**src/rtl/body_fetch_master_if.sv**
```systemverilog
// body_fetch_master_if: Avalon-MM read bus between the body fetch master and the regfile slave
interface body_fetch_master_if;
    logic        avl_cs;
    logic        avl_read;
    logic        avl_write;
    logic [3:0]  avl_byte_en;
    logic [7:0]  avl_addr;
    logic [31:0] avl_writedata;
    logic        avl_waitrequest;
    logic [31:0] avl_readdata;
    modport master (
        output avl_cs, avl_read, avl_write, avl_byte_en, avl_addr, avl_writedata,
        input  avl_waitrequest, avl_readdata
    );
    modport slave (
        input  avl_cs, avl_read, avl_write, avl_byte_en, avl_addr, avl_writedata,
        output avl_waitrequest, avl_readdata
    );
endinterface

```
**src/rtl/body_fetch_master.sv**
```systemverilog
// body_fetch_master: per-frame Avalon-MM fetch of body radius/position words into double-buffered outputs
module body_fetch_master #(
    parameter int NUM_BODIES     = 4,
    parameter int BASE_RAD       = 14,
    parameter int BASE_X         = 24,
    parameter int BASE_Y         = 34,
    parameter int BASE_Z         = 44,
    parameter int TIMEOUT_CYCLES = 255
) (
    input  logic                      clk,
    input  logic                      rst,
    input  logic                      frame_start_i,
    body_fetch_master_if.master       avl,
    output logic [NUM_BODIES*10-1:0]  body_rad_o,
    output logic [NUM_BODIES*10-1:0]  body_x_o,
    output logic [NUM_BODIES*10-1:0]  body_y_o,
    output logic [NUM_BODIES*10-1:0]  body_z_o,
    output logic                      busy_o,
    output logic                      frame_done_o,
    output logic                      error_o,
    output logic [7:0]                overrun_cnt_o
);
    localparam int W = NUM_BODIES * 10;
    typedef enum logic [1:0] {IDLE, ISSUE, COMMIT} state_t;
    state_t              state_q;
    logic                read_q;
    logic                done_q;
    logic                err_q;
    logic [7:0]          addr_q;
    logic [7:0]          ovr_q;
    logic [3:0]          body_q;
    logic [1:0]          fld_q;
    logic [15:0]         stall_q;
    logic [3:0][W-1:0]   stg_q;
    logic [3:0][W-1:0]   out_q;
    logic                accept;
    logic                last;
    logic [3:0]          body_d;
    logic [1:0]          fld_d;
    logic [7:0]          addr_d;
    logic                unused_hi;
    function automatic logic [7:0] base(input logic [1:0] f);
        return f == 2'd0 ? 8'(BASE_RAD) : f == 2'd1 ? 8'(BASE_X) : f == 2'd2 ? 8'(BASE_Y) : 8'(BASE_Z);
    endfunction
    // Next read position in body-major, field-minor order
    always_comb begin
        accept = read_q && !avl.avl_waitrequest;
        last   = body_q == 4'(NUM_BODIES - 1) && fld_q == 2'd3;
        fld_d  = fld_q + 2'd1;
        body_d = fld_q == 2'd3 ? body_q + 4'd1 : body_q;
        addr_d = base(fld_d) + 8'(body_d);
    end
    // Fetch FSM: issue reads, stage fields, commit the whole frame at once
    always_ff @(posedge clk) begin
        if (rst) begin
            state_q <= IDLE;
            read_q  <= 1'b0;
            done_q  <= 1'b0;
            err_q   <= 1'b0;
            addr_q  <= '0;
            ovr_q   <= '0;
            body_q  <= '0;
            fld_q   <= '0;
            stall_q <= '0;
            stg_q   <= '0;
            out_q   <= '0;
        end else begin
            done_q <= 1'b0;
            if (frame_start_i && state_q != IDLE && ovr_q != 8'hFF)
                ovr_q <= ovr_q + 8'd1;
            case (state_q)
                IDLE: if (frame_start_i) begin
                    state_q <= ISSUE;
                    read_q  <= 1'b1;
                    addr_q  <= base(2'd0);
                    body_q  <= '0;
                    fld_q   <= '0;
                    stall_q <= '0;
                end
                ISSUE: if (accept) begin
                    stg_q[fld_q][10*body_q +: 10] <= avl.avl_readdata[9:0];
                    stall_q <= '0;
                    if (last) begin
                        state_q <= COMMIT;
                        read_q  <= 1'b0;
                    end else begin
                        fld_q  <= fld_d;
                        body_q <= body_d;
                        addr_q <= addr_d;
                    end
                end else if (stall_q == 16'(TIMEOUT_CYCLES - 1)) begin
                    state_q <= IDLE;
                    read_q  <= 1'b0;
                    err_q   <= 1'b1;
                    stall_q <= '0;
                end else begin
                    stall_q <= stall_q + 16'd1;
                end
                COMMIT: begin
                    out_q   <= stg_q;
                    done_q  <= 1'b1;
                    state_q <= IDLE;
                end
                default: state_q <= IDLE;
            endcase
        end
    end
    assign unused_hi         = ^avl.avl_readdata[31:10];
    assign avl.avl_cs        = read_q;
    assign avl.avl_read      = read_q;
    assign avl.avl_write     = 1'b0;
    assign avl.avl_byte_en   = 4'b1111;
    assign avl.avl_addr      = addr_q;
    assign avl.avl_writedata = '0;
    assign body_rad_o        = out_q[0];
    assign body_x_o          = out_q[1];
    assign body_y_o          = out_q[2];
    assign body_z_o          = out_q[3];
    assign busy_o            = state_q != IDLE;
    assign frame_done_o      = done_q;
    assign error_o           = err_q;
    assign overrun_cnt_o     = ovr_q;
endmodule

```
**src/flat_wrapper.sv**
```systemverilog
// flat-port wrapper written by rule: the top's interface ports become plain ports
module body_fetch_master_flat 
#(
    parameter int NUM_BODIES     = 4,
    parameter int BASE_RAD       = 14,
    parameter int BASE_X         = 24,
    parameter int BASE_Y         = 34,
    parameter int BASE_Z         = 44,
    parameter int TIMEOUT_CYCLES = 255
)
  (clk, rst, frame_start_i, body_rad_o, body_x_o, body_y_o, body_z_o, busy_o, frame_done_o, error_o, overrun_cnt_o, avl_avl_cs, avl_avl_read, avl_avl_write, avl_avl_byte_en, avl_avl_addr, avl_avl_writedata, avl_avl_waitrequest, avl_avl_readdata);
  body_fetch_master_if avl_i ();
  input  logic clk;
  input  logic rst;
  input  logic frame_start_i;
  output logic [NUM_BODIES*10-1:0] body_rad_o;
  output logic [NUM_BODIES*10-1:0] body_x_o;
  output logic [NUM_BODIES*10-1:0] body_y_o;
  output logic [NUM_BODIES*10-1:0] body_z_o;
  output logic busy_o;
  output logic frame_done_o;
  output logic error_o;
  output logic [7:0] overrun_cnt_o;
  output wire logic [$bits(avl_i.avl_cs)-1:0] avl_avl_cs;
  output wire logic [$bits(avl_i.avl_read)-1:0] avl_avl_read;
  output wire logic [$bits(avl_i.avl_write)-1:0] avl_avl_write;
  output wire logic [$bits(avl_i.avl_byte_en)-1:0] avl_avl_byte_en;
  output wire logic [$bits(avl_i.avl_addr)-1:0] avl_avl_addr;
  output wire logic [$bits(avl_i.avl_writedata)-1:0] avl_avl_writedata;
  input wire logic [$bits(avl_i.avl_waitrequest)-1:0] avl_avl_waitrequest;
  input wire logic [$bits(avl_i.avl_readdata)-1:0] avl_avl_readdata;
  assign avl_avl_cs = avl_i.avl_cs;
  assign avl_avl_read = avl_i.avl_read;
  assign avl_avl_write = avl_i.avl_write;
  assign avl_avl_byte_en = avl_i.avl_byte_en;
  assign avl_avl_addr = avl_i.avl_addr;
  assign avl_avl_writedata = avl_i.avl_writedata;
  assign avl_i.avl_waitrequest = avl_avl_waitrequest;
  assign avl_i.avl_readdata = avl_avl_readdata;
  body_fetch_master #(.NUM_BODIES(NUM_BODIES), .BASE_RAD(BASE_RAD), .BASE_X(BASE_X), .BASE_Y(BASE_Y), .BASE_Z(BASE_Z), .TIMEOUT_CYCLES(TIMEOUT_CYCLES)) u_core (.clk(clk), .rst(rst), .frame_start_i(frame_start_i), .avl(avl_i), .body_rad_o(body_rad_o), .body_x_o(body_x_o), .body_y_o(body_y_o), .body_z_o(body_z_o), .busy_o(busy_o), .frame_done_o(frame_done_o), .error_o(error_o), .overrun_cnt_o(overrun_cnt_o));
endmodule
```
**config.mk**
```make
export PLATFORM = sky130hd
export DESIGN_NAME = body_fetch_master_flat
export DESIGN_NICKNAME = d
export VERILOG_FILES = /design/src/rtl/body_fetch_master_if.sv /design/src/rtl/body_fetch_master.sv /design/src/flat_wrapper.sv
export SDC_FILE = /design/constraint.sdc
export NUM_CORES = 1
export LEC_CHECK = 0
export CORE_AREA = 2 2 184 223
export CTS_BUF_LIST = sky130_fd_sc_hd__clkbuf_8
export DETAILED_ROUTE_END_ITERATION = 16
export DIE_AREA = 0 0 186 225
export SETUP_SLACK_MARGIN = 0.3
export SLEW_MARGIN = 5
export SYNTH_ARGS = -nofsm -noshare
export SYNTH_HDL_FRONTEND = slang
export SYNTH_SLANG_ARGS = --single-unit
```
**constraint.sdc**
```tcl
create_clock -name clk -period 13.2 [get_ports clk]
set_clock_uncertainty 0.2 [all_clocks]
set_input_delay 2.64 -clock clk [delete_from_list [all_inputs] [get_ports clk]]
set_output_delay 2.64 -clock clk [all_outputs]
set_load 0.02 [all_outputs]
```
==> flow_summary_export.csv, run 1 <==
group,metric,value,unit
setup_path,max_stage_delay,0.73,ns
drt,wl_per_cell,17.9,um
drt,vias,13500,
die,die_h,225,um
layout,finalNonFillerCells,2582,
timing,min_period,6.56,ns
yosys,synth_cell_types,83,
power,comb_power_share,3.3,%
clock_tree,postCtsSetupRepairBufs,0,
drt,via_per_inst,5.22,
yosys,synth_seq_cells,361,
yosys,yosysSeqAreaShare,46.0,%
layout,register_area,7230,um2
power,ir_worst_vdd,73.6,uV
setup_path,worstSetupPathType,"flip-flop to flip-flop",
placed_design,placed_area,17800,um2
timing,fin_tns_setup,0,ns
placed_design,post-place-ws,6.66,ns
hold_path,hp-start,"u_core.stg_q[36]",
die,dieArea,41900,um2
die,die_x,186,um
clock_tree,hold_buffers,0,
placed_design,gp_congestion,0.920,
layout,area_growth_syn_to_layout,21.6,%
clock_tree,cts_resized,0,
timing,setup_viol,0,
die,start_util,39.8,%
layout,finalCoreUtilization,48.3,%
yosys,syn_area_per_cell,8.48,um2
global_routing,grt_pass1_vias,12900,
yosys,ys.warnings.count,0,
clock_tree,insertion_delay,0.63,ns
yosys,synthFlopType,"dfxtp_1",
setup_path,slowest_stage,"dfxtp_1",
clock_tree,cts_tree,"built",
flow_run,drv_cap,0,
setup_path,timing.rr.start,"u_core.body_q[3]",
drt,drc,0,
setup_path,crit_path_start,"u_core.body_q[3]",
drt,dr.first_iter.drc_count,1008,
placed_design,dp.cells,2475,
drt,antenna_left,0,
timing,max_freq,152,MHz
timing,period_share,49.7,%
power,total_power,2.22,mW
layout,multi_input_area,7770,um2
die,rows,80,
setup_path,cp-start-kind,"flip-flop",
yosys,syn-instance-count,1855,
power,leakagePower,6.56,nW
drt,dr.pass1.iters,5,
clock_tree,root_buffer,"clkbuf_8",
clock_tree,numCtsBuffers,59,
setup_path,required,13.52,ns
placed_design,hpwlAfterDp,31500,um
global_routing,grtUsageTotal,21.8,%
setup_path,path_max_fanout,19,
timing,slew_violations,0,
layout,nNetsFinal,2060,
global_routing,grt_pass1_wl,71800,um
yosys,async_reset_ff_share,0,%
drt,wirelength,46300,um
yosys,synth.largest_area_cell,"dfxtp_1",
layout,final_cell_mix,"466 x nand2_1, 361 x dfxtp_1, 202 x a21oi_1, 192 x clkdlybuf4s50_1, 123 x nor2_1",
yosys,synth_area_leaders,"dfxtp_1 46%, nand2_1 11%, a21oi_1 6.5%",
hold_path,hp-class,"flip-flop to flip-flop",
global_routing,grt_max_degree,111,
timing,rsz0062_at_grt,"no",
yosys,netlist_area,15700,um2
clock_tree,htree_levels,2,
timing,slew_headroom,8.82,%
setup_path,crit_top_cell,"ha_1",
power,internal_power,1.71,mW
run_status,status,"finished, final reports clean",
timing,hold_viol,0,
timing,whs,0.245,ns
die,pin_count,254,
timing,worstMarginPinSlew,1.36,ns
setup_path,worst-path-buf-inv,0,
clock_tree,clock_sinks,361,
yosys,synth_edf_count,0,
layout,fin_area,19100,um2
clock_tree,path_clk_slew,0.06,ns
power,p_sw,0.513,mW
global_routing,antenna_found_initial,1,
power,sw_frac_of_total,23.1,%
layout,drive_gt1_share,9.08,%
clock_tree,clock_path_buffers,3,
die,coreArea,39500,um2
timing,finalWorstSetupSlack,6.64,ns
setup_path,cp_data_arrival_time,6.88,ns
global_routing,grt-ovfl-total,0,
power,pwr-share-seq,49.3,%
placed_design,port_buffers,193,
layout,final_common_cell,"nand2_1",
setup_path,path_cells,"ha_1 -> ha_1 -> fa_1 -> or4b_4 -> or2_2 -> ha_1 -> nor2b_1 -> o211ai_1 -> o21ai_2 -> o211ai_1 -> nand2b_1 -> o31ai_1",
power,power_frac_clock,47.3,%
yosys,synth_top_cell_area_share,46.0,%
setup_path,worstSetupEndpointType,"flip-flop",
layout,nFillCells,3823,
power,p_per_area,116,nW/um2
setup_path,crit_family,"simple AND/OR/NAND/NOR gates",
[final cells by class]
cell class,count,share of cell area (%)
sequential,361,37.8
tap,533,3.49
clock inverter,26,1.07
inverter,18,0.353
clock buffer,80,5.76
antenna,1,0.0131
timing repair buffer,211,10.8
multi-input combinational,1352,40.7
[worst paths after layout]
path / slack [ns] / to / cells past startpoint
worst min register to register: 0.24 / u_core.body_rad_o[36] / 2
worst max register to register: 6.64 / u_core.stg_q[58] / 12
worst max-delay path: 6.64 / u_core.stg_q[58] / 12
worst min-delay path: 0.24 / u_core.body_rad_o[36] / 2
[sequential cells by signal (all words and copies together), names as in the netlist]
register / cells
u_core.body_z_o: 40
u_core.stall_q: 16
u_core.fld_q: 2
u_core.body_q: 4
u_core.state_q: 2
u_core.body_y_o: 40
u_core.stg_q: 160
u_core.error_o: 1
u_core.overrun_cnt_o: 8
u_core.body_x_o: 40
u_core.frame_done_o: 1
u_core.avl.avl_cs: 1
u_core.body_rad_o: 40
u_core.avl.avl_addr: 6
[power groups by stage]
stage | Clock [mW] | Combinational, mW | Sequential, mW
4_1_cts | 1.07 | 0.0732 | 1.10
3_5_place_dp | 0 | 0.0729 | 1.12
3_3_place_gp | 0 | 0.0727 | 1.12
6_report | 1.05 | 0.0735 | 1.10
5_1_grt | 1.12 | 0.0803 | 1.10
2_1_floorplan | 0 | 0.0566 | 1.12
[cell usage after synthesis (all sizes together) (8+ instances only)]
cell    instances
buf            72
xnor2          13
a211oi         34
a21oi         207
clkbuf         88
inv            17
nor4           25
dfxtp         361
nor3           27
or2            13
nand2         467
nand3          40
xor2           18
o31ai          11
ha             19
o211a           9
mux2i          97
o211ai         28
mux2            8
nand2b         13
nor2b          14
nor2          123
nand4          11
o21ai          41
[per-layer routing]
metal	GRT usage [%]	routed length, um	vias to the layer above
li1	-	-	6599
met1	28.3	20100	6397
met2	36.4	21900	403
met3	3.93	3010	80
met4	7.19	1240	0
met5	0	0	-
[worst register-to-register path: cells and delay by family (launching register included)]
| kind | cells | cell delay [ns] |
|---|---|---|
| compound gates | 4 | 1.46 |
| fa+ha+maj | 4 | 2.03 |
| flops | 1 | 0.73 |
| simple gates | 4 | 2.05 |
[cells by family (layout without fill, tap and decap cells)]
family	after synthesis	after routing	share of synthesized area, %
flops	361	361	46.0
buf+inv	178	335	5.67
other cells	2	39	0.0478
simple gates	771	771	22.3
compound gates	385	385	15.5
xor+xnor	31	31	1.89
fa+ha+maj	21	21	1.77
mux	106	106	6.89
(Power assumes the default switching activity.)
==> run 2, diff against run 1 <==
==> constraint.sdc (replaced) <==
create_clock -name clk -period 5.49 [get_ports clk]
set_clock_uncertainty 0.2 [all_clocks]
set_input_delay 1.098 -clock clk [delete_from_list [all_inputs] [get_ports clk]]
set_output_delay 1.098 -clock clk [all_outputs]
set_load 0.02 [all_outputs]
==> flow_summary_export.csv, run 2 (synthesis gave the netlist of run 1 again) <==
group,metric,value,unit
layout,multi_input_area,7770,um2
power,sw_frac_of_total,23.3,%
clock_tree,hold_buffers,0,
setup_path,path_depth,13,
timing,max_freq,215,MHz
die,rows,80,
setup_path,worstSetupEndpointType,"flip-flop",
layout,finalCoreUtilization,48.6,%
global_routing,grtUsageTotal,22.0,%
drt,wirelength,46600,um
setup_path,required,5.80,ns
timing,slew_headroom,24.2,%
power,power_frac_clock,45.7,%
timing,rsz0062_at_grt,"no",
timing,slew_violations,0,
run_status,status,"finished, final reports clean",
setup_path,r2r_end,"u_core.stg_q[2]",
global_routing,grt_util_met2,36.5,%
timing,period_share,84.9,%
layout,final_common_cell,"nand2_1",
timing,hold_viol,0,
setup_path,cp_data_arrival_time,4.98,ns
global_routing,grt_pass1_wl,72100,um
global_routing,antenna_found_initial,0,
global_routing,grt-busiest-layer,"met2",
setup_path,timing.rr.start,"u_core.body_q[2]",
placed_design,hpwlAfterDp,32100,um
global_routing,grt_pass1_vias,12900,
drt,vias,13600,
setup_path,regToRegSetupSlack,0.83,ns
timing,min_period,4.66,ns
layout,largest_register,"u_core.stg_q",
layout,register_area,7230,um2
die,die_x,186,um
power,internal_power,3.98,mW
power,p_sw,1.21,mW
die,start_util,39.8,%
timing,worstMarginPinSlew,1.14,ns
placed_design,placed_area,18000,um2
setup_path,worstSetupPathType,"flip-flop to flip-flop",
setup_path,path_cells,"ha_1 -> ha_1 -> fa_1 -> or4b_4 -> or2_2 -> ha_1 -> or4_1 -> a2111oi_4 -> buf_4 -> a21o_1 -> buf_4 -> a21oi_1 -> a211oi_1",
layout,drive_gt1_share,9.94,%
layout,area_growth_syn_to_layout,22.3,%
global_routing,gr-usage-met1,29.1,%
hold_path,whs_path_depth,2,
layout,finalNonFillerCells,2605,
flow_run,drv_cap,0,
drt,dr.first_iter.drc_count,811,
timing,finalWorstSetupSlack,0.830,ns
drt,antenna_left,0,
clock_tree,htree_levels,2,
layout,diodes,0,
setup_path,cp-start-kind,"flip-flop",
setup_path,slowest_stage,"or4b_4",
timing,setup_viol,0,
layout,nNetsFinal,2085,
timing,fin_tns_setup,0,ns
timing,whs,0.250,ns
setup_path,max_stage_delay,0.58,ns
power,comb_power_share,3.4,%
power,pwr-share-seq,50.9,%
clock_tree,numCtsBuffers,56,
clock_tree,cts_resized,0,
clock_tree,cts_tree,"built",
die,dieArea,41900,um2
global_routing,use_met3,3.64,%
setup_path,rr_worst_depth,13,
power,ir_worst_vdd,204,uV
global_routing,grt-ovfl-total,0,
setup_path,crit_family,"simple AND/OR/NAND/NOR gates",
setup_path,crit_path_start,"u_core.body_q[2]",
clock_tree,postCtsSetupRepairBufs,0,
drt,drc,0,
layout,largest_register_ffs,160,
die,pin_count,254,
power,total_power,5.18,mW
drt,wl_per_cell,17.9,um
global_routing,grt_max_degree,111,
clock_tree,clock_sinks,361,
placed_design,dp.cells,2503,
layout,final_cell_mix,"466 x nand2_1, 361 x dfxtp_1, 202 x a21oi_1, 192 x clkdlybuf4s50_1, 123 x nor2_1",
placed_design,gp_congestion,0.905,
clock_tree,path_clk_slew,0.06,ns
clock_tree,insertion_delay,0.65,ns
setup_path,crit_top_cell,"ha_1",
layout,fin_area,19200,um2
drt,via_per_inst,5.20,
power,p_per_area,269,nW/um2
setup_path,worst-path-buf-inv,2,
layout,nFillCells,3836,
hold_path,whs_endpoint,"u_core.body_y_o[18]",
hold_path,hp-start,"u_core.stg_q[98]",
setup_path,path_max_fanout,15,
hold_path,hp-class,"flip-flop to flip-flop",
die,die_h,225,um
placed_design,post-place-ws,0.889,ns
clock_tree,root_buffer,"clkbuf_8",
placed_design,port_buffers,193,
drt,dr.pass1.iters,5,
die,coreArea,39500,um2
clock_tree,clock_path_buffers,3,
power,leakagePower,6.66,nW
-- run 2: how the worst max path moves through the flow --
stage                        endpoint  slack [ns]
floorplan           u_core.stg_q[145]        1.05
global placement    u_core.stg_q[122]        0.96
detailed placement   u_core.stg_q[82]        0.89
CTS                   u_core.stg_q[2]        0.85
global route        u_core.stg_q[123]        0.63
finish                u_core.stg_q[2]        0.83
-- run 2: area by class of cell --
class                           count  area share (%)
Multi-Input combinational cell   1352            40.4
Sequential cell                   361            37.6
Timing Repair Buffer              239            11.9
Clock buffer                       74            5.30
Tap cell                          533            3.47
Clock inverter                     28           0.969
Inverter                           18           0.351
-- run 2: worst min-delay path, cell delays in order (launching register included) --
cell and delay (ns):
dfxtp_1 0.31, nand2_1 0.05, a21oi_1 0.05
-- run 2: metal layers --
metal	vias to the layer above	part of all wire, %
li1	6637	-
met1	6469	44
met2	384	47
met3	66	6.0
met4	0	2.5
met5	-	0
-- run 2: power groups by stage --
stage          logic [mW]  clock network (mW)  registers (mW)
2_1_floorplan       0.136                   0            2.70
3_3_place_gp        0.177                   0            2.69
3_5_place_dp        0.178                   0            2.69
4_1_cts             0.179                2.43            2.64
5_1_grt             0.195                2.55            2.64
6_report            0.178                2.37            2.64
